[src/rtl/circuit3_signature_analyzer.sv]
// circuit3_signature_analyzer: serial-input signature register (SISR) compacting
//   circuit3's z output over NUM_PATTERNS accepted bits, then checking against GOLDEN_SIG.
// Latency: done/pass are valid one cycle after the last accepted bit; each bit costs one valid cycle.
// Backpressure: none; z_valid gaps of any length stall the run without losing state.
// Optional feature: define FAULT_INJECT_EN to add fi_en/fi_val, which force z (stuck-at) on every accepted bit.
module circuit3_signature_analyzer #(
  parameter int               SIG_W        = 16,
  parameter logic [SIG_W-1:0] POLY         = 16'h1021,
  parameter logic [SIG_W-1:0] SEED         = 16'h0000,
  parameter int               NUM_PATTERNS = 32,
  parameter logic [SIG_W-1:0] GOLDEN_SIG   = 16'h0000,
  localparam int              CNT_W        = $clog2(NUM_PATTERNS + 1)
) (
  input  logic             clk,
  input  logic             rst,
  input  logic             start,
  input  logic             z_in,
  input  logic             z_valid,
`ifdef FAULT_INJECT_EN
  input  logic             fi_en,
  input  logic             fi_val,
`endif
  output logic             busy,
  output logic             done,
  output logic             pass,
  output logic [SIG_W-1:0] signature,
  output logic [CNT_W-1:0] pattern_cnt
);

  typedef enum logic [1:0] {
    S_IDLE = 2'd0,
    S_RUN  = 2'd1,
    S_DONE = 2'd2
  } state_t;

  // Count value held while the final bit of a run is being accepted.
  localparam logic [CNT_W-1:0] LAST_CNT = CNT_W'(NUM_PATTERNS - 1);

  state_t           r_state;
  logic             r_busy;
  logic             r_done;
  logic             r_pass;
  logic [SIG_W-1:0] r_sig;
  logic [CNT_W-1:0] r_cnt;

  logic             w_z_eff;
  logic             w_fb;
  logic [SIG_W-1:0] w_sig_next;
  logic             w_last;

`ifdef FAULT_INJECT_EN
  // Stuck-at override of z, sampled every cycle.
  assign w_z_eff = fi_en ? fi_val : z_in;
`else
  assign w_z_eff = z_in;
`endif

  // SISR step: shift left, fold the outgoing MSB with the incoming bit into the taps.
  assign w_fb       = r_sig[SIG_W-1] ^ w_z_eff;
  assign w_sig_next = {r_sig[SIG_W-2:0], 1'b0} ^ (w_fb ? POLY : {SIG_W{1'b0}});
  assign w_last     = (r_cnt == LAST_CNT);

  // Run controller: IDLE -> RUN on start, RUN -> DONE on the last accepted bit, DONE -> IDLE.
  always_ff @(posedge clk) begin
    if (rst) begin
      r_state <= S_IDLE;
      r_busy  <= 1'b0;
      r_done  <= 1'b0;
      r_pass  <= 1'b0;
      r_sig   <= SEED;
      r_cnt   <= '0;
    end else begin
      case (r_state)
        S_IDLE: begin
          r_done <= 1'b0;
          // z_valid in the start cycle is deliberately not absorbed.
          if (start) begin
            r_state <= S_RUN;
            r_busy  <= 1'b1;
            r_sig   <= SEED;
            r_cnt   <= '0;
            r_pass  <= 1'b0;
          end
        end
        S_RUN: begin
          if (z_valid) begin
            r_sig <= w_sig_next;
            r_cnt <= r_cnt + CNT_W'(1);
            if (w_last) begin
              // Verdict is taken on the final signature so it lines up with done.
              r_state <= S_DONE;
              r_busy  <= 1'b0;
              r_done  <= 1'b1;
              r_pass  <= (w_sig_next == GOLDEN_SIG);
            end
          end
        end
        S_DONE: begin
          // One-cycle pulse; signature, pass and count stay frozen afterwards.
          r_state <= S_IDLE;
          r_done  <= 1'b0;
        end
        default: begin
          r_state <= S_IDLE;
          r_busy  <= 1'b0;
          r_done  <= 1'b0;
        end
      endcase
    end
  end

  assign busy        = r_busy;
  assign done        = r_done;
  assign pass        = r_pass;
  assign signature   = r_sig;
  assign pattern_cnt = r_cnt;

endmodule

[config.mk]
export PLATFORM = sky130hd
export DESIGN_NAME = circuit3_signature_analyzer
export DESIGN_NICKNAME = d
export VERILOG_FILES = /design/src/rtl/circuit3_signature_analyzer.sv
export SDC_FILE = /design/constraint.sdc
export NUM_CORES = 1
export LEC_CHECK = 0
export BUFFER_PORTS_ARGS = -buffer_cell sky130_fd_sc_hd__buf_4
export CELL_PAD_IN_SITES_DETAIL_PLACEMENT = 2
export CELL_PAD_IN_SITES_GLOBAL_PLACEMENT = 2
export CORE_MARGIN = 3
export CORE_UTILIZATION = 26
export CTS_CLUSTER_DIAMETER = 150
export CTS_CLUSTER_SIZE = 16
export DETAILED_ROUTE_END_ITERATION = 7
export MAX_ROUTING_LAYER = met4
export PLACE_DENSITY_LB_ADDON = 0.1
export SYNTH_ARGS = -nofsm -noshare
export SYNTH_HDL_FRONTEND = slang
export SYNTH_SLANG_ARGS = --single-unit
[constraint.sdc]
create_clock -name clk -period 1.7 [get_ports clk]
set_clock_uncertainty 0.15 [all_clocks]
set_input_delay 0.255 -clock clk [delete_from_list [all_inputs] [get_ports clk]]
set_output_delay 0.255 -clock clk [all_outputs]
set_load 0.05 [all_outputs]
== Yosys cells after proc, flatten, opt, wreduce, memory -nomap -nowiden ==
Cells that the tools add are included.

* Register bits: 27
* Input bits: 5
* Logic and storage cells: 45
* Output and inout port bits: 25

* Equal/unequal tests: 6
* Reductions and logical operators: 9
* Add/subtract/negate cells: 1
* Mux-type cells: 19
* Bitwise gates (word level): 4

{| class="wikitable"
|+ Operator list
! cell !! number
|-
| 16-bit 2-to-1 mux || 2
|-
| 16-bit one-hot mux with 2 select lines || 1
|-
| 16-bit logical NOT || 1
|-
| 16-bit by 13-bit bitwise XOR with 16-bit output || 1
|-
| 13-bit 2-to-1 mux || 1
|-
| 6-bit 2-to-1 mux || 2
|-
| 6-bit one-hot mux with 2 select lines || 1
|-
| 4-bit AND reduction || 2
|-
| 6-bit by 1-bit adder with 6-bit output (second input constant) || 1
|-
| 6-bit by 5-bit == test with 1-bit output (second input constant) || 1
|-
| 1-bit 2-to-1 mux || 6
|-
| 2-bit 2-to-1 mux || 3
|-
| 2-bit inequality test (second input constant) || 3
|-
| 3-bit AND reduction || 2
|-
| 2-bit one-hot mux with 2 select lines || 1
|-
| 1-bit one-hot mux with 3 select lines || 1
|-
| 2-bit by 1-bit == test with 1-bit output (second input constant) || 1
|-
| 2-bit == test (second input constant) || 1
|-
| 2-bit logical NOT || 1
|-
| 1-bit NOT || 2
|-
| 1-bit one-hot mux with 2 select lines || 1
|-
| 2-bit AND reduction || 1
|-
| 2-bit nonzero test || 1
|-
| 2-bit OR reduction || 1
|-
| 1-bit bitwise XOR || 1
|}

== Depth between registers and ports, before layout ==
* Depth in word-level cells: 7
* Depth in mapped cells: 6
* Mapped depth without buffers: 5

== Worst setup path before layout ==
OpenSTA, ideal clock, no wires.

* Path kind: flip-flop to flip-flop
* Start point: register r_cnt[0] (netlist: pattern_cnt[0])
* End point: register r_busy (netlist: busy)
* Clock period less this slack: 1.851 ns
* Cell stages (with the launch flop): 6
* Path slack: -0.151 ns
* Path buffers: 0
* Library setup time: 0.131 ns
* Data arrival time: 1.569 ns
* Required time: 1.419 ns
* Cells stage by stage: dfxtp_1 > ha_1 > nand3_1 > nor4_1 > o21a_1 > nor3_1

* Word-level cells in the longest chain between the ends: 3

{| class="wikitable"
|+ RTL lines
! element !! RTL line !! RTL
|-
| start: declaration || 44 || <nowiki>logic [CNT_W-1:0] r_cnt;</nowiki>
|-
| start signal: assignment || 88 || <nowiki>r_cnt <= r_cnt + CNT_W'(1);</nowiki>
|-
| 6-bit by 5-bit == test with 1-bit output || 61 || <nowiki>assign w_last = (r_cnt == LAST_CNT);</nowiki>
|-
| 2-bit inequality test (no line) || n/a ||
|-
| 4-bit AND reduction (no line) || n/a ||
|-
| end signal: assignment || 67 || <nowiki>r_busy <= 1'b0;</nowiki>
|-
| end signal: assignment || 79 || <nowiki>r_busy <= 1'b1;</nowiki>
|-
| end signal: assignment || 92 || <nowiki>r_busy <= 1'b0;</nowiki>
|-
| end: declaration || 40 || <nowiki>logic r_busy;</nowiki>
|}

No other way between the ends.
A chain may end at the register's enable or synchronous reset.

== Final worst setup path ==
* Start point: register r_state[0]
* End point: register r_cnt[4] (netlist: pattern_cnt[4])

* Word-level cells in the longest chain between the ends: 3
* Elaborated cells between the ends (all ways): 7
* Classes of those cells: eq/ne (3); mux (1); reduce/logical (3)

{| class="wikitable"
|+ RTL lines
! element !! RTL line !! RTL
|-
| start: declaration || 39 || <nowiki>state_t r_state;</nowiki>
|-
| start signal: assignment || 66 || <nowiki>r_state <= S_IDLE;</nowiki>
|-
| start signal: assignment || 78 || <nowiki>r_state <= S_RUN;</nowiki>
|-
| start signal: assignment || 91 || <nowiki>r_state <= S_DONE;</nowiki>
|-
| 2-bit by 1-bit == test with 1-bit output / 2-bit logical NOT (equally long branches) || 73 || <nowiki>case (r_state)</nowiki>
|-
| 2-bit inequality test (no line) / 2-bit nonzero test (equally long branches) || n/a ||
|-
| 3-bit AND reduction (no line) || n/a ||
|}

Several ways; a longest one is shown, not always the timed one.

==> results.md <==
* Peak Freq at 623 MHz
* Worst reg2reg path depth at 4
* Grt total ovfl at 0
* VDD IR max at about 280 µV
* Ratio of cells with drive above 1 in the final layout at about 28%
* Vias/cell at between 4 and 5
* Cell taking the most area after synthesis: dfxtp_1
* Setup crit start kind: flip-flop
* Synth cell types at 28
* Post-synthesis async set-or-reset flop share at 0%
* Leak at just under 0.6 nW
* GRT Util Overall at about an eighth
* Max clock buf depth at 2
* CTS tree: done
* Synth area leaders: dfxtp_1, a22oi_1, nor2_1
* Worst r2r dst: pattern_cnt[4]$_SDFFE_PP0P_
* Number of synthesized flops with an enable pin at 0
* Average wire per standard cell at between 15 and 20 µm
* WP data required at 1.76 ns
* CTS HTree Levels at 1
* Setup_tns at 0 ns
* Initial Utilization at about 28%
* Post-synthesis sequential area ratio at about half
* Final hold violation count at 0
* Average size of a mapped cell at 9.24 µm²
* Worst Setup SP: r_state[0]$_SDFFE_PP0P_
* Post-synth top area share at approximately 50%
* Critical path capture point type: flip-flop
* Most frequent cell after synthesis: dfxtp_1
* Drt drc at 0
* Clock slew at reported path FFs at about 0.090 ns
* Fin crit period at ~1.6 ns
* Crit path DAT at around 1.7 ns
* Synth Flop Type: dfxtp_1
* GPL Wtd Cong at between 0.7 and 0.8
* HP Class: in2reg
* Final period util at a little over nine tenths
* Layout area overhead at 31.1%
* DRT Pass-1 Iters at 4
* DRT iter0 DRCs at 17
* # IOs at 30
* Status: completed
* Via count at 970
* Max-cap violation count at 0
* Post-CTS Setup Repair Bufs at 0
* Reg2Reg Setup Slack at around 0.096 ns
* PD cells at roughly 810 mW/mm²
* Final number of setup-violating endpoints at 0
* Dpl cell area at 0.00136 mm²
* FF+latch area at 543 µm²
* Final slew viol count at 0
* Post-route ant nets at 0
* I/O Buffers at 29
* Yosys reg bits at 27
* Vias in the first global route at around 1000
* Routed wire length at 3000 µm
* Die H at ~70 µm
* DIE AREA at between 0.004 and 0.005 mm²
* Mapped cell area at ~0.0011 mm²
* Global-route wire length before repair at around 5100 µm
* Relative slew margins at approximately two thirds
* RSZ-0062 raised after global routing: false
* Antenna violations before repair at 0
* Setup crit end: pattern_cnt[4]$_SDFFE_PP0P_
* Total Nets Final at ~160
* Skew-Pair Late Insertion Delay at approximately 0.27 ns
* Synth top cells by count: dfxtp_1, nor2_1, a22oi_1
* Antenna diode instance count at 0
* R2r startpoint: r_state[0]$_SDFFE_PP0P_
* Synth warn at 0
* Multi-input logic area at 507 µm²
* Worst-Margin Slew at just under 0.5 ns
* Cts repair resizes at 0
* Largest net degree at the start of global routing at 25
* CP Class: reg2reg
* Std cell rows at 22
* Root Driver: clkbuf_8
* Post-Syn Nets at around 120
* CTS Sinks at 27
* Core Footprint at 0.00383 mm²
* Finished Cell Area at roughly 0.0014 mm²
* DIE WIDTH at approximately 70 µm
* TritonCTS Buffers at 3
* Worst-path fanout max at 4
* CTS hold repair buffers at 0
* Detail Placement HPWL at roughly 2100 µm
* Post-Synthesis Cells at 117
* Fillcell total at about 450
[cell type report]
class / count / share of cell area (%)
flip-flops and latches: 27 / 38.3
multi-input cells: 81 / 35.7
repair buffers: 33 / 17.7
well taps: 48 / 4.24
clock buffers: 4 / 3.18
inverters: 3 / 0.794
[metal layers]
layer / up-vias / track usage [%] / routed length (µm)
met5: - / - / 0
li1: 477 / - / -
met4: 0 / 3.83 / 29
met1: 474 / 15.6 / 1390
met2: 17 / 21.3 / 1480
met3: 2 / 3.02 / 102
[power breakdown]
group	internal, mW	total, mW	switching (mW)
clock network	0.168	0.367	0.199
logic	0.0436	0.125	0.0816
registers	0.641	0.649	0.00772
[worst min-delay path by stage]
stage          depth (start not counted)  slack [ns]              start                 endpoint
2_1_floorplan                          1        0.19                rst  r_state[0]$_SDFFE_PP0P_
3_3_place_gp                           1        0.31  done$_SDFFE_PP0P_        done$_SDFFE_PP0P_
3_5_place_dp                           1        0.32  done$_SDFFE_PP0P_        done$_SDFFE_PP0P_
4_1_cts                                3        0.13              start  r_state[0]$_SDFFE_PP0P_
5_1_grt                                3        0.15              start  r_state[0]$_SDFFE_PP0P_
6_report                               3        0.14              start  r_state[0]$_SDFFE_PP0P_
[flip-flops by register name (all words and copies together) (netlist names)]
signal,flops
pattern_cnt,6
busy,1
pass,1
r_state,2
done,1
signature,16
[cell usage in the layout (no fill, tap or decap)]
| cell type | instances |
|---|---|
| nor3b_1 | 2 |
| nand3_1 | 2 |
| buf_4 | 32 |
| dfxtp_1 | 25 |
| nor3_1 | 2 |
| o21a_1 | 2 |
| nand2b_1 | 2 |
| mux2i_2 | 1 |
| buf_6 | 1 |
| a2111oi_0 | 1 |
| clkbuf_1 | 1 |
| nand2_1 | 1 |
| nand4_1 | 1 |
| inv_1 | 3 |
| nor4b_1 | 1 |
| a21oi_1 | 1 |
| a22oi_1 | 17 |
| o21ai_0 | 1 |
| clkbuf_8 | 3 |
| xnor2_1 | 3 |
| o21bai_1 | 1 |
| mux2i_1 | 2 |
| or2_2 | 1 |
| dfxtp_2 | 2 |
| or4_1 | 3 |
| xor2_1 | 3 |
| ha_1 | 1 |
| or2_4 | 1 |
| nor2_1 | 26 |
| nor4_1 | 4 |
| and2_1 | 2 |
[kinds of logic (layout without fill, tap and decap cells)]
logic type / Yosys count / after routing / share of synthesized area [%]
XOR/XNOR: 6 / 6 / 4.86
AO/OA/AOI/OAI: 23 / 23 / 15.6
multiplexers: 3 / 3 / 2.78
buffers and inverters: 9 / 40 / 3.70
flip-flops: 27 / 27 / 50.0
adder cells (fa/ha/maj): 1 / 1 / 1.16
AND/OR/NAND/NOR: 48 / 48 / 21.9
[through the flow]
step / instances / worst slack, ns / util, % / power [mW] / hold slack (ns)
3_3_place_gp: 192 / 0.162 / 35.6 / 0.782 / 0.313
3_5_place_dp: 192 / 0.116 / 35.6 / 0.785 / 0.316
4_1_cts: 196 / 0.0871 / 36.8 / 1.15 / 0.128
5_1_grt: 196 / 0.0104 / 37.1 / 1.20 / 0.154
6_report: 196 / 0.0961 / 37.1 / 1.14 / 0.141
2_1_floorplan: 117 / 0.00382 / - / 0.743 / 0.195
[critical path, stage by stage (launching register included)]
cell     delay [ns]
dfxtp_1        0.34
mux2i_2        0.18
or2_4          0.25
or4_1          0.48
a21oi_1        0.14
(Power assumes the default switching activity.)
